===== src/rtl/alu_pkg.sv =====
// Shared definitions for the sequential ALU: opcode and FSM state encodings,
// plus the helper that separates single-cycle ops from the iterative
// multiply/divide ops.
package alu_pkg;

  typedef enum logic [3:0] {
    OP_ADD   = 4'h0,
    OP_SUB   = 4'h1,
    OP_AND   = 4'h2,
    OP_OR    = 4'h3,
    OP_SLL   = 4'h4,
    OP_SLT   = 4'h5,
    OP_PASSB = 4'h6,
    OP_XOR   = 4'h7,
    OP_SRL   = 4'h8,
    OP_SRA   = 4'h9,
    OP_SLTU  = 4'hA,
    OP_MUL   = 4'hB,
    OP_MULHU = 4'hC,
    OP_DIVU  = 4'hD,
    OP_REMU  = 4'hE,
    OP_RSVD  = 4'hF
  } alu_op_e;

  typedef enum logic [1:0] {
    IDLE = 2'd0,
    BUSY = 2'd1,
    DONE = 2'd2
  } state_e;

  function automatic logic is_iterative(input alu_op_e op);
    return op inside {OP_MUL, OP_MULHU, OP_DIVU, OP_REMU};
  endfunction

endpackage


===== src/rtl/alu_muldiv_iter.sv =====
// Iterative unsigned multiply / divide unit, one bit per cycle.
// A single hi/lo register pair and one down-counter serve both operations:
//   multiply: {hi,lo} is the shift-add product register, lo starts as b.
//   divide:   hi is the partial remainder, lo shifts out the dividend and
//             shifts in quotient bits (restoring division).
// Ports:
//   clk, rst_n  clock, async active-low reset
//   flush       abandon the current operation
//   start       load operands and begin (op must be MUL/MULHU/DIVU/REMU)
//   op          opcode (alu_op_e encoding)
//   a, b        operands (a = multiplicand/dividend, b = multiplier/divisor)
//   done        high in the cycle the final step is applied
//   result      selected half of {hi,lo}; final one cycle after done
module alu_muldiv_iter
  import alu_pkg::*;
#(
  parameter int WIDTH = 32
) (
  input  logic             clk,
  input  logic             rst_n,
  input  logic             flush,
  input  logic             start,
  input  logic [3:0]       op,
  input  logic [WIDTH-1:0] a,
  input  logic [WIDTH-1:0] b,
  output logic             done,
  output logic [WIDTH-1:0] result
);

  localparam int CW = $clog2(WIDTH) + 1;

  logic [CW-1:0]    r_cnt;
  alu_op_e          r_op;
  logic [WIDTH-1:0] r_opnd;
  logic [WIDTH-1:0] r_hi;
  logic [WIDTH-1:0] r_lo;

  logic             w_is_div;
  logic             w_start_div;
  logic [WIDTH:0]   w_mul_sum;
  logic [WIDTH:0]   w_rem_sh;
  logic [WIDTH:0]   w_diff;

  assign w_is_div    = (r_op == OP_DIVU) || (r_op == OP_REMU);
  assign w_start_div = (alu_op_e'(op) == OP_DIVU) || (alu_op_e'(op) == OP_REMU);

  // Multiply step: conditionally add the multiplicand into the high half,
  // keeping the carry so the whole product shifts right by one.
  assign w_mul_sum = {1'b0, r_hi} + (r_lo[0] ? {1'b0, r_opnd} : '0);

  // Divide step: bring the next dividend bit into the remainder and try the
  // subtraction. A divisor of zero always "fits", which yields an all-ones
  // quotient and leaves the dividend as remainder without special casing.
  assign w_rem_sh = {r_hi, r_lo[WIDTH-1]};
  assign w_diff   = w_rem_sh - {1'b0, r_opnd};

  // NOTE: sequential state is written with non-blocking assignments only, so
  // every right-hand side sees the pre-edge value regardless of statement order.
  always_ff @(posedge clk or negedge rst_n) begin
    // NOTE: the datapath registers are reset too, so the result seen through
    // the top-level output is 0 immediately on reset, not stale data.
    if (!rst_n) begin
      r_cnt  <= '0;
      r_op   <= OP_MUL;
      r_opnd <= '0;
      r_hi   <= '0;
      r_lo   <= '0;
    end else if (flush) begin
      r_cnt <= '0;
    end else if (start) begin
      r_cnt  <= CW'(WIDTH);
      r_op   <= alu_op_e'(op);
      r_hi   <= '0;
      r_opnd <= w_start_div ? b : a;
      r_lo   <= w_start_div ? a : b;
    end else if (r_cnt != '0) begin
      r_cnt <= r_cnt - CW'(1);
      if (w_is_div) begin
        if (!w_diff[WIDTH]) begin
          r_hi <= w_diff[WIDTH-1:0];
          r_lo <= {r_lo[WIDTH-2:0], 1'b1};
        end else begin
          r_hi <= w_rem_sh[WIDTH-1:0];
          r_lo <= {r_lo[WIDTH-2:0], 1'b0};
        end
      end else begin
        r_hi <= w_mul_sum[WIDTH:1];
        r_lo <= {w_mul_sum[0], r_lo[WIDTH-1:1]};
      end
    end
  end

  assign done   = (r_cnt == CW'(1));
  assign result = (r_op == OP_MULHU || r_op == OP_REMU) ? r_hi : r_lo;

endmodule


===== src/rtl/alu_seq.sv =====
// Handshaked execute-stage ALU. Single-cycle ops produce a registered result
// one cycle after accept; MUL/MULHU/DIVU/REMU run in alu_muldiv_iter for
// WIDTH cycles and stall the input side until the result is consumed.
// Ports:
//   clk, rst_n            clock, async active-low reset
//   flush                 synchronous abort, back to IDLE
//   in_valid / in_ready   operand handshake
//   PC, RD1 / RD2, ImmExt SrcA / SrcB candidates, chosen by ALUSrcA / ALUSrcB
//   ALUControl            opcode (alu_op_e)
//   out_valid / out_ready result handshake
//   ALUResult, Zero       result and result==0 flag
module alu_seq
  import alu_pkg::*;
#(
  parameter int WIDTH = 32
) (
  input  logic             clk,
  input  logic             rst_n,
  input  logic             flush,
  input  logic             in_valid,
  output logic             in_ready,
  input  logic [WIDTH-1:0] PC,
  input  logic [WIDTH-1:0] RD1,
  input  logic [WIDTH-1:0] RD2,
  input  logic [WIDTH-1:0] ImmExt,
  input  logic             ALUSrcA,
  input  logic             ALUSrcB,
  input  logic [3:0]       ALUControl,
  output logic             out_valid,
  input  logic             out_ready,
  output logic [WIDTH-1:0] ALUResult,
  output logic             Zero
);

  localparam int SHW = $clog2(WIDTH);

  state_e           r_state;
  logic [WIDTH-1:0] r_result;
  logic             r_use_iter;

  alu_op_e          w_op;
  logic [WIDTH-1:0] w_src_a;
  logic [WIDTH-1:0] w_src_b;
  logic [SHW-1:0]   w_shamt;
  logic [WIDTH-1:0] w_comb;
  logic [WIDTH-1:0] w_iter_result;
  logic             w_accept;
  logic             w_iter_start;
  logic             w_iter_done;

  assign w_op    = alu_op_e'(ALUControl);
  assign w_src_a = ALUSrcA ? PC : RD1;
  assign w_src_b = ALUSrcB ? ImmExt : RD2;
  assign w_shamt = w_src_b[SHW-1:0];

  // NOTE: the default assignment first means every path writes w_comb, so no
  // latch is inferred even for opcodes handled elsewhere.
  always_comb begin
    w_comb = '0;
    case (w_op)
      OP_ADD:   w_comb = w_src_a + w_src_b;
      OP_SUB:   w_comb = w_src_a - w_src_b;
      OP_AND:   w_comb = w_src_a & w_src_b;
      OP_OR:    w_comb = w_src_a | w_src_b;
      OP_XOR:   w_comb = w_src_a ^ w_src_b;
      OP_SLL:   w_comb = w_src_a << w_shamt;
      OP_SRL:   w_comb = w_src_a >> w_shamt;
      OP_SRA:   w_comb = $signed(w_src_a) >>> w_shamt;
      OP_SLT:   w_comb = {{(WIDTH-1){1'b0}}, ($signed(w_src_a) < $signed(w_src_b))};
      OP_SLTU:  w_comb = {{(WIDTH-1){1'b0}}, (w_src_a < w_src_b)};
      OP_PASSB: w_comb = w_src_b;
      default:  w_comb = '0;
    endcase
  end

  // DONE & out_ready frees the slot in the same cycle, allowing back-to-back issue.
  assign in_ready     = (r_state == IDLE) || ((r_state == DONE) && out_ready);
  assign w_accept     = in_valid && in_ready && !flush;
  assign w_iter_start = w_accept && is_iterative(w_op);

  alu_muldiv_iter #(.WIDTH(WIDTH)) u_muldiv (
    .clk    (clk),
    .rst_n  (rst_n),
    .flush  (flush),
    .start  (w_iter_start),
    .op     (ALUControl),
    .a      (w_src_a),
    .b      (w_src_b),
    .done   (w_iter_done),
    .result (w_iter_result)
  );

  always_ff @(posedge clk or negedge rst_n) begin
    if (!rst_n) begin
      r_state    <= IDLE;
      r_result   <= '0;
      r_use_iter <= 1'b0;
    end else if (flush) begin
      r_state <= IDLE;
    end else if (w_accept) begin
      if (is_iterative(w_op)) begin
        r_state    <= BUSY;
        r_use_iter <= 1'b1;
      end else begin
        r_state    <= DONE;
        r_result   <= w_comb;
        r_use_iter <= 1'b0;
      end
    end else begin
      case (r_state)
        BUSY:    if (w_iter_done) r_state <= DONE;
        DONE:    if (out_ready)   r_state <= IDLE;
        default: r_state <= IDLE;
      endcase
    end
  end

  // The iterative unit's registers go quiet once its counter reaches zero,
  // so selecting them holds the result stable while DONE waits for out_ready.
  assign out_valid = (r_state == DONE);
  assign ALUResult = r_use_iter ? w_iter_result : r_result;
  assign Zero      = (ALUResult == '0);

endmodule


===== config.mk =====
export PLATFORM = sky130hd
export DESIGN_NAME = alu_seq
export DESIGN_NICKNAME = d
export VERILOG_FILES = /design/src/rtl/alu_pkg.sv /design/src/rtl/alu_muldiv_iter.sv /design/src/rtl/alu_seq.sv
export SDC_FILE = /design/constraint.sdc
export NUM_CORES = 1
export LEC_CHECK = 0
export CAP_MARGIN = 20
export CELL_PAD_IN_SITES_DETAIL_PLACEMENT = 1
export CELL_PAD_IN_SITES_GLOBAL_PLACEMENT = 1
export CORE_MARGIN = 8
export CORE_UTILIZATION = 45
export CTS_CLUSTER_DIAMETER = 60
export DETAILED_ROUTE_END_ITERATION = 8
export PLACE_DENSITY = 0.94
export SLEW_MARGIN = 30
export SYNTH_ARGS = -nofsm -noshare
export SYNTH_HDL_FRONTEND = slang
export SYNTH_HIERARCHICAL = 1
export SYNTH_SLANG_ARGS = --single-unit

===== constraint.sdc =====
create_clock -name clk -period 3.5 [get_ports clk]
set_clock_uncertainty 0.1 [all_clocks]
set_input_delay 0.525 -clock clk [delete_from_list [all_inputs] [get_ports clk]]
set_output_delay 0.525 -clock clk [all_outputs]
set_load 0.02 [all_outputs]

==> out/metrics.csv, run 1 <==
stage;metric;value;unit
status;firstError;[ERROR GRT-0116] Global routing finished with congestion. Check the congestion regions in the DRC Viewer.;
die;boundaryPins;174;
clock_tree;cts-htree-levels;4;
global_routing;grt_pass1_wl;298.0;mm
yosys;syn_area;0.02101;sq mm
clock_tree;root_buffer;clkbuf_16;
status;lastStage;global routing (5_1_grt);
clock_tree;clockBufferDepth;2;
yosys;synth_enable_flop_cells;0;
clock_tree;hold_buffers;0;
yosys;synth_ff_type;dfrtp_1;
die;die_w;232.1;um
yosys;ys.warnings.count;6;
yosys;async_reset_ff_frac;1.000;
yosys;ys_seq_area_frac;0.1681;
die;rows;79;
global_routing;grt_max_degree;82;
yosys;ys_ff_latch;141;
clock_tree;clock_sinks;141;
die;start_util;0.4533;
global_routing;track_usage;0.7533;
status;outcome;aborted with a tool error;
place;place_congestion;1.210;
yosys;syn_inst;2865;
global_routing;first_global_vias;39020;
place;portBuffers;173;
place;place_area;0.02740;sq mm
yosys;synth.distinct_cells;95;
clock_tree;cts_buffers;17;
yosys;postSynthAreaPerCell;7.335;sq um
place;dp_cells;4008;
die;die_h;232.1;um
place;dp_hpwl;100.4;mm
yosys;synthesis.nets;3175;
global_routing;gr-total-overflow;94;
==> what timing repair did <==
action / 4_1_cts
cloned: 2
pin swaps: 42
hold endpoints to repair: 0
buffers inserted: 31
endpoints found under the setup margin: 58
resized for setup: 200
==> cell usage after synthesis (13+ instances only) <==
master / count / area [sq um]
a21oi_1: 217 / 1086
nor4_1: 21 / 131.4
o221ai_1: 22 / 192.7
mux2i_1: 204 / 2042
o211ai_1: 33 / 247.7
and2_1: 38 / 237.7
o22ai_1: 21 / 131.4
a22oi_1: 26 / 195.2
o21bai_1: 22 / 165.2
nor2_1: 201 / 754.5
nand2b_1: 24 / 150.1
a211oi_1: 28 / 210.2
buf_1: 21 / 78.83
ha_1: 167 / 2090
xnor2_1: 54 / 473.0
or3_1: 13 / 81.33
o2111ai_1: 15 / 131.4
nand3_1: 84 / 420.4
a31oi_1: 29 / 181.4
o21ai_0: 235 / 1176
dfrtp_1: 138 / 3453
mux2_2: 98 / 1104
buf_2: 21 / 105.1
a21o_1: 52 / 390.4
clkbuf_1: 137 / 514.2
nand4_1: 18 / 112.6
and3_1: 17 / 106.4
nor3_1: 52 / 260.3
o31ai_1: 16 / 120.1
o21a_1: 16 / 120.1
xor2_1: 29 / 254.0
inv_1: 138 / 518.0
nand2_1: 432 / 1622
a221oi_1: 18 / 157.7
==> metal layers <==
layer,overflow,track usage
met1,5,0.7289
met2,44,0.8839
met3,4,0.6637
met4,40,0.7429
met5,1,0.4674
==> metrics by stage <==
| stage | util | TNS, ps | worst slack (ps) | hold slack (ps) |
|---|---|---|---|---|
| after CTS | 0.6281 | -467.1 | -137.9 | 49.12 |
| after global placement | 0.5910 | -10500 | -646.5 | 371.7 |
| after floorplan | - | -1911 | -251.1 | 129.4 |
| after detailed placement | 0.5910 | -21620 | -922.8 | 402.9 |
==> cells by family after synthesis <==
kind of cell,count (synthesis),synth area share
simple gates,941,0.1986
compound gates,884,0.2731
buf+inv,332,0.06383
mux,313,0.1585
fa+ha+maj,171,0.1032
flops,141,0.1681
xor+xnor,83,0.03459
==> inputs of run 2 (changes only) <==
CELL_PAD_IN_SITES_DETAIL_PLACEMENT = unset   (was 1)
CELL_PAD_IN_SITES_GLOBAL_PLACEMENT = unset   (was 1)
CORE_UTILIZATION = 40   (was 45)
CTS_CLUSTER_DIAMETER = unset   (was 60)
PLACE_DENSITY = unset   (was 0.94)
PLACE_DENSITY_LB_ADDON = 0.15   (was unset)
==> run 2 against run 1 <==
  * The flow now finishes, with violations (negative setup slack)
  * Synthesized area did not move
  * Synthesized cell count did not move
==> out/metrics.csv, run 2 <==
stage;metric;value;unit;change
place;place_congestion;1.026;;-15%
clock_tree;cts-htree-levels;4;;unchanged
global_routing;gr-total-overflow;0;;
route;vias;25860;;
layout;final_cell_mix;662 x buf_4, 431 x nand2_1, 225 x o21ai_0, 202 x a21oi_1, 193 x nor2_1;;
yosys;synth_xor_area_frac;0.03459;;unchanged
route;wl_per_cell;25.37;um;
yosys;synthMuxAreaShare;0.1585;;unchanged
timing;relSlewSlack;0.4004;;
hold_path;hp-class;input pin to asynchronous set/reset pin;;
clock_tree;clkLatencyLatePin;460;ps;
layout;drive_gt1_frac;0.2845;;
worst_setup_path;cpPeakStageDelay;530;ps;
yosys;ys.warnings.count;6;;unchanged
timing;max_freq;0.2841;GHz;
worst_setup_path;arrival;2900;ps;
place;dp_hpwl;86.77;mm;-14%
worst_setup_path;path_cells;nand3b_1 > buf_6 > buf_4 > mux2_2 > mux2_2 > nor4_1 > nand4_1 > nor2_4 > buf_6;;
worst_setup_path;path_delay_family;simple AND/OR/NAND/NOR gates;;
run;cap_violations;0;;
route;wl_met3;8.624;mm;
yosys;async_reset_ff_frac;1.000;;unchanged
timing;timing.final.crit_share;1.006;;
global_routing;track_usage;0.3400;;
status;violations;negative setup slack;;
timing;setup_slack;-20.36;ps;
yosys;synth_top_area_frac;0.1643;;unchanged
clock_tree;clock_sinks;141;;unchanged
yosys;synthesis.nets;3175;;unchanged
yosys;synth.distinct_cells;95;;unchanged
place;portBuffers;173;;unchanged
yosys;postSynthAreaPerCell;7.335;sq um;unchanged
route;drt_iter0_drc;2523;;
layout;final_cells;4277;;
layout;fin_util;0.5795;;
yosys;yosysTopAreaCell;dfrtp_1;;
yosys;synthSimpleGateAreaFrac;0.1986;;unchanged
yosys;synth_enable_flop_cells;0;;unchanged
die;boundaryPins;174;;unchanged
yosys;syn_area;0.02101;sq mm;unchanged
die;start_util;0.4023;;-0.05100
yosys;synth_top_family_by_area;compound AO/OA/AOI/OAI gates;;
timing;rsz0062_at_grt;true;;
route;first_pass_iters;5;;
place;dp_cells;4205;;+4.9%
global_routing;grt_max_degree;97;;
yosys;syn_inst;2865;;unchanged
timing;finalMaxSlewViolations;0;;
clock_tree;root_buffer;clkbuf_16;;
yosys;synth_area_leaders;dfrtp_1 16%, ha_1 9.9%, mux2i_1 9.7%, nand2_1 7.7%, o21ai_0 5.6%;;
status;outcome;finished with violations;;
die;die_h;245.2;um;+5.6%
worst_setup_path;crit_type;register to output port;;
clock_tree;clk_pin_slew;60;ps;
worst_setup_path;cp_max_fo;8;;
yosys;synth_compound_area_frac;0.2731;;unchanged
timing;hold_violations;0;;
die;rows;84;;+6.3%
clock_tree;tritoncts;built;;
worst_setup_path;startpoint_type;register;;
route;top_layer_used;met5;;
route;antenna_left;0;;
die;dieArea;0.06013;sq mm;
timing;min_period;3520;ps;
clock_tree;cts_buffers;17;;unchanged
layout;final_common_cell;buf_4;;
route;avgViaCountPerCell;6.047;;
timing;report.final.setup_viol;3;;
yosys;synthAdderAreaFrac;0.1032;;unchanged
pwr;peakVddDrop;468.8;uV;
yosys;ys_ff_latch;141;;unchanged
pwr;p_leak;14.05;nW;
route;wl_met2;48.65;mm;
route;met1_length;46.01;mm;
pwr;power_density;538.7;mW/mm^2;
worst_setup_path;cp_num_buf_inv;3;;
yosys;synth.most_common_cell;nand2_1;;
layout;fin_nets;3886;;
clock_tree;clockBufferDepth;2;;unchanged
global_routing;grt_pass1_wl;157.0;mm;
die;die_w;245.2;um;+5.6%
route;wirelength;108.5;mm;
global_routing;first_global_vias;24990;;
route;post-route-drc-count;0;;
die;core_area;0.05224;sq mm;
layout;antennaDiodeCount;0;;
worst_setup_path;worstSetupEndpointType;output port;;
clock_tree;hold_buffers;0;;unchanged
yosys;synth_ff_type;dfrtp_1;;
yosys;synthTopCellsByCount;432 x nand2_1, 235 x o21ai_0, 217 x a21oi_1;;
yosys;ys_seq_area_frac;0.1681;;unchanged
worst_setup_path;crit_slowest_cell;dfstp_2;;
timing;worst_pin_slew;899.4;ps;
layout;layout-area-overhead-vs-synth;44.05;%;
global_routing;antenna_found_initial;1;;
worst_setup_path;critPathRequiredTime;2870;ps;
## run 2: cell counts after synthesis
No cell type changed its count.
## run 2: through the flow
stage	cell area, sq um	total power, mW	setup TNS (ps)	hold WS [ps]	setup WS [ps]
floorplan	21430	8.947	-1911	129.4	-251.1
global placement	28390	12.94	-14210	364.0	-941.7
detailed placement	28390	13.12	-15210	369.0	-987.9
CTS	29240	15.37	-34.84	58.11	-21.39
global route	30270	17.24	-554.2	83.98	-99.13
finish	30270	16.31	-23.34	19.92	-20.36
## run 2: layer usage
metal / GRT usage / vias to the layer above
met3: 0.06652 / 247
met5: 0 / -
li1: - / 11850
met2: 0.5389 / 1186
met1: 0.4476 / 12580
met4: 0.1421 / 2
## run 2: path summary, 6_finish.rpt
check                            startpoint                 to  slack, ps  depth (start not counted)
setup / recovery           u_muldiv/r_op[0]               Zero        -20                          9
hold reg to reg                 r_result[9]        r_result[9]        380                          2
min in group clk                r_result[9]        r_result[9]        380                          2
hold / removal                        rst_n  u_muldiv/r_hi[29]         20                          1
max in group asynchronous             rst_n   u_muldiv/r_op[1]       2430                          2
setup reg to reg           u_muldiv/r_lo[0]  u_muldiv/r_hi[31]          0                         14
## run 2: power by group
part,internal (mW),switching (mW),total (mW)
Sequential,2.14,0.618,2.76
Combinational,5.21,6.25,11.5
Clock,1.27,0.818,2.09
Total,8.62,7.69,16.3
## run 2: area by class of cell
| class | count | area (sq um) |
|---|---|---|
| Clock buffer | 20 | 436.7 |
| Clock inverter | 12 | 210.2 |
| Fill cell | 4977 | 21960 |
| Timing Repair Buffer | 881 | 7533 |
| Sequential cell | 141 | 3532 |
| Multi-Input combinational cell | 2392 | 17150 |
| Tap cell | 688 | 860.8 |
| Inverter | 143 | 546.8 |
## run 2: cell families after synthesis
| family | Yosys count |
|---|---|
| AND/OR/NAND/NOR | 941 |
| adder cells (fa/ha/maj) | 171 |
| buffers and inverters | 332 |
| multiplexers | 313 |
| AO/OA/AOI/OAI | 884 |
| flip-flops | 141 |
| XOR/XNOR | 83 |
## run 2: timing repair
item | CTS | global route
cloned | 0 | 4
setup buffers | 3 | 34
pin swaps | 3 | 51
endpoints found under the setup margin | 27 | 51
gates resized for setup | 44 | 150
Note: power is estimated with default switching activity, not from simulation.
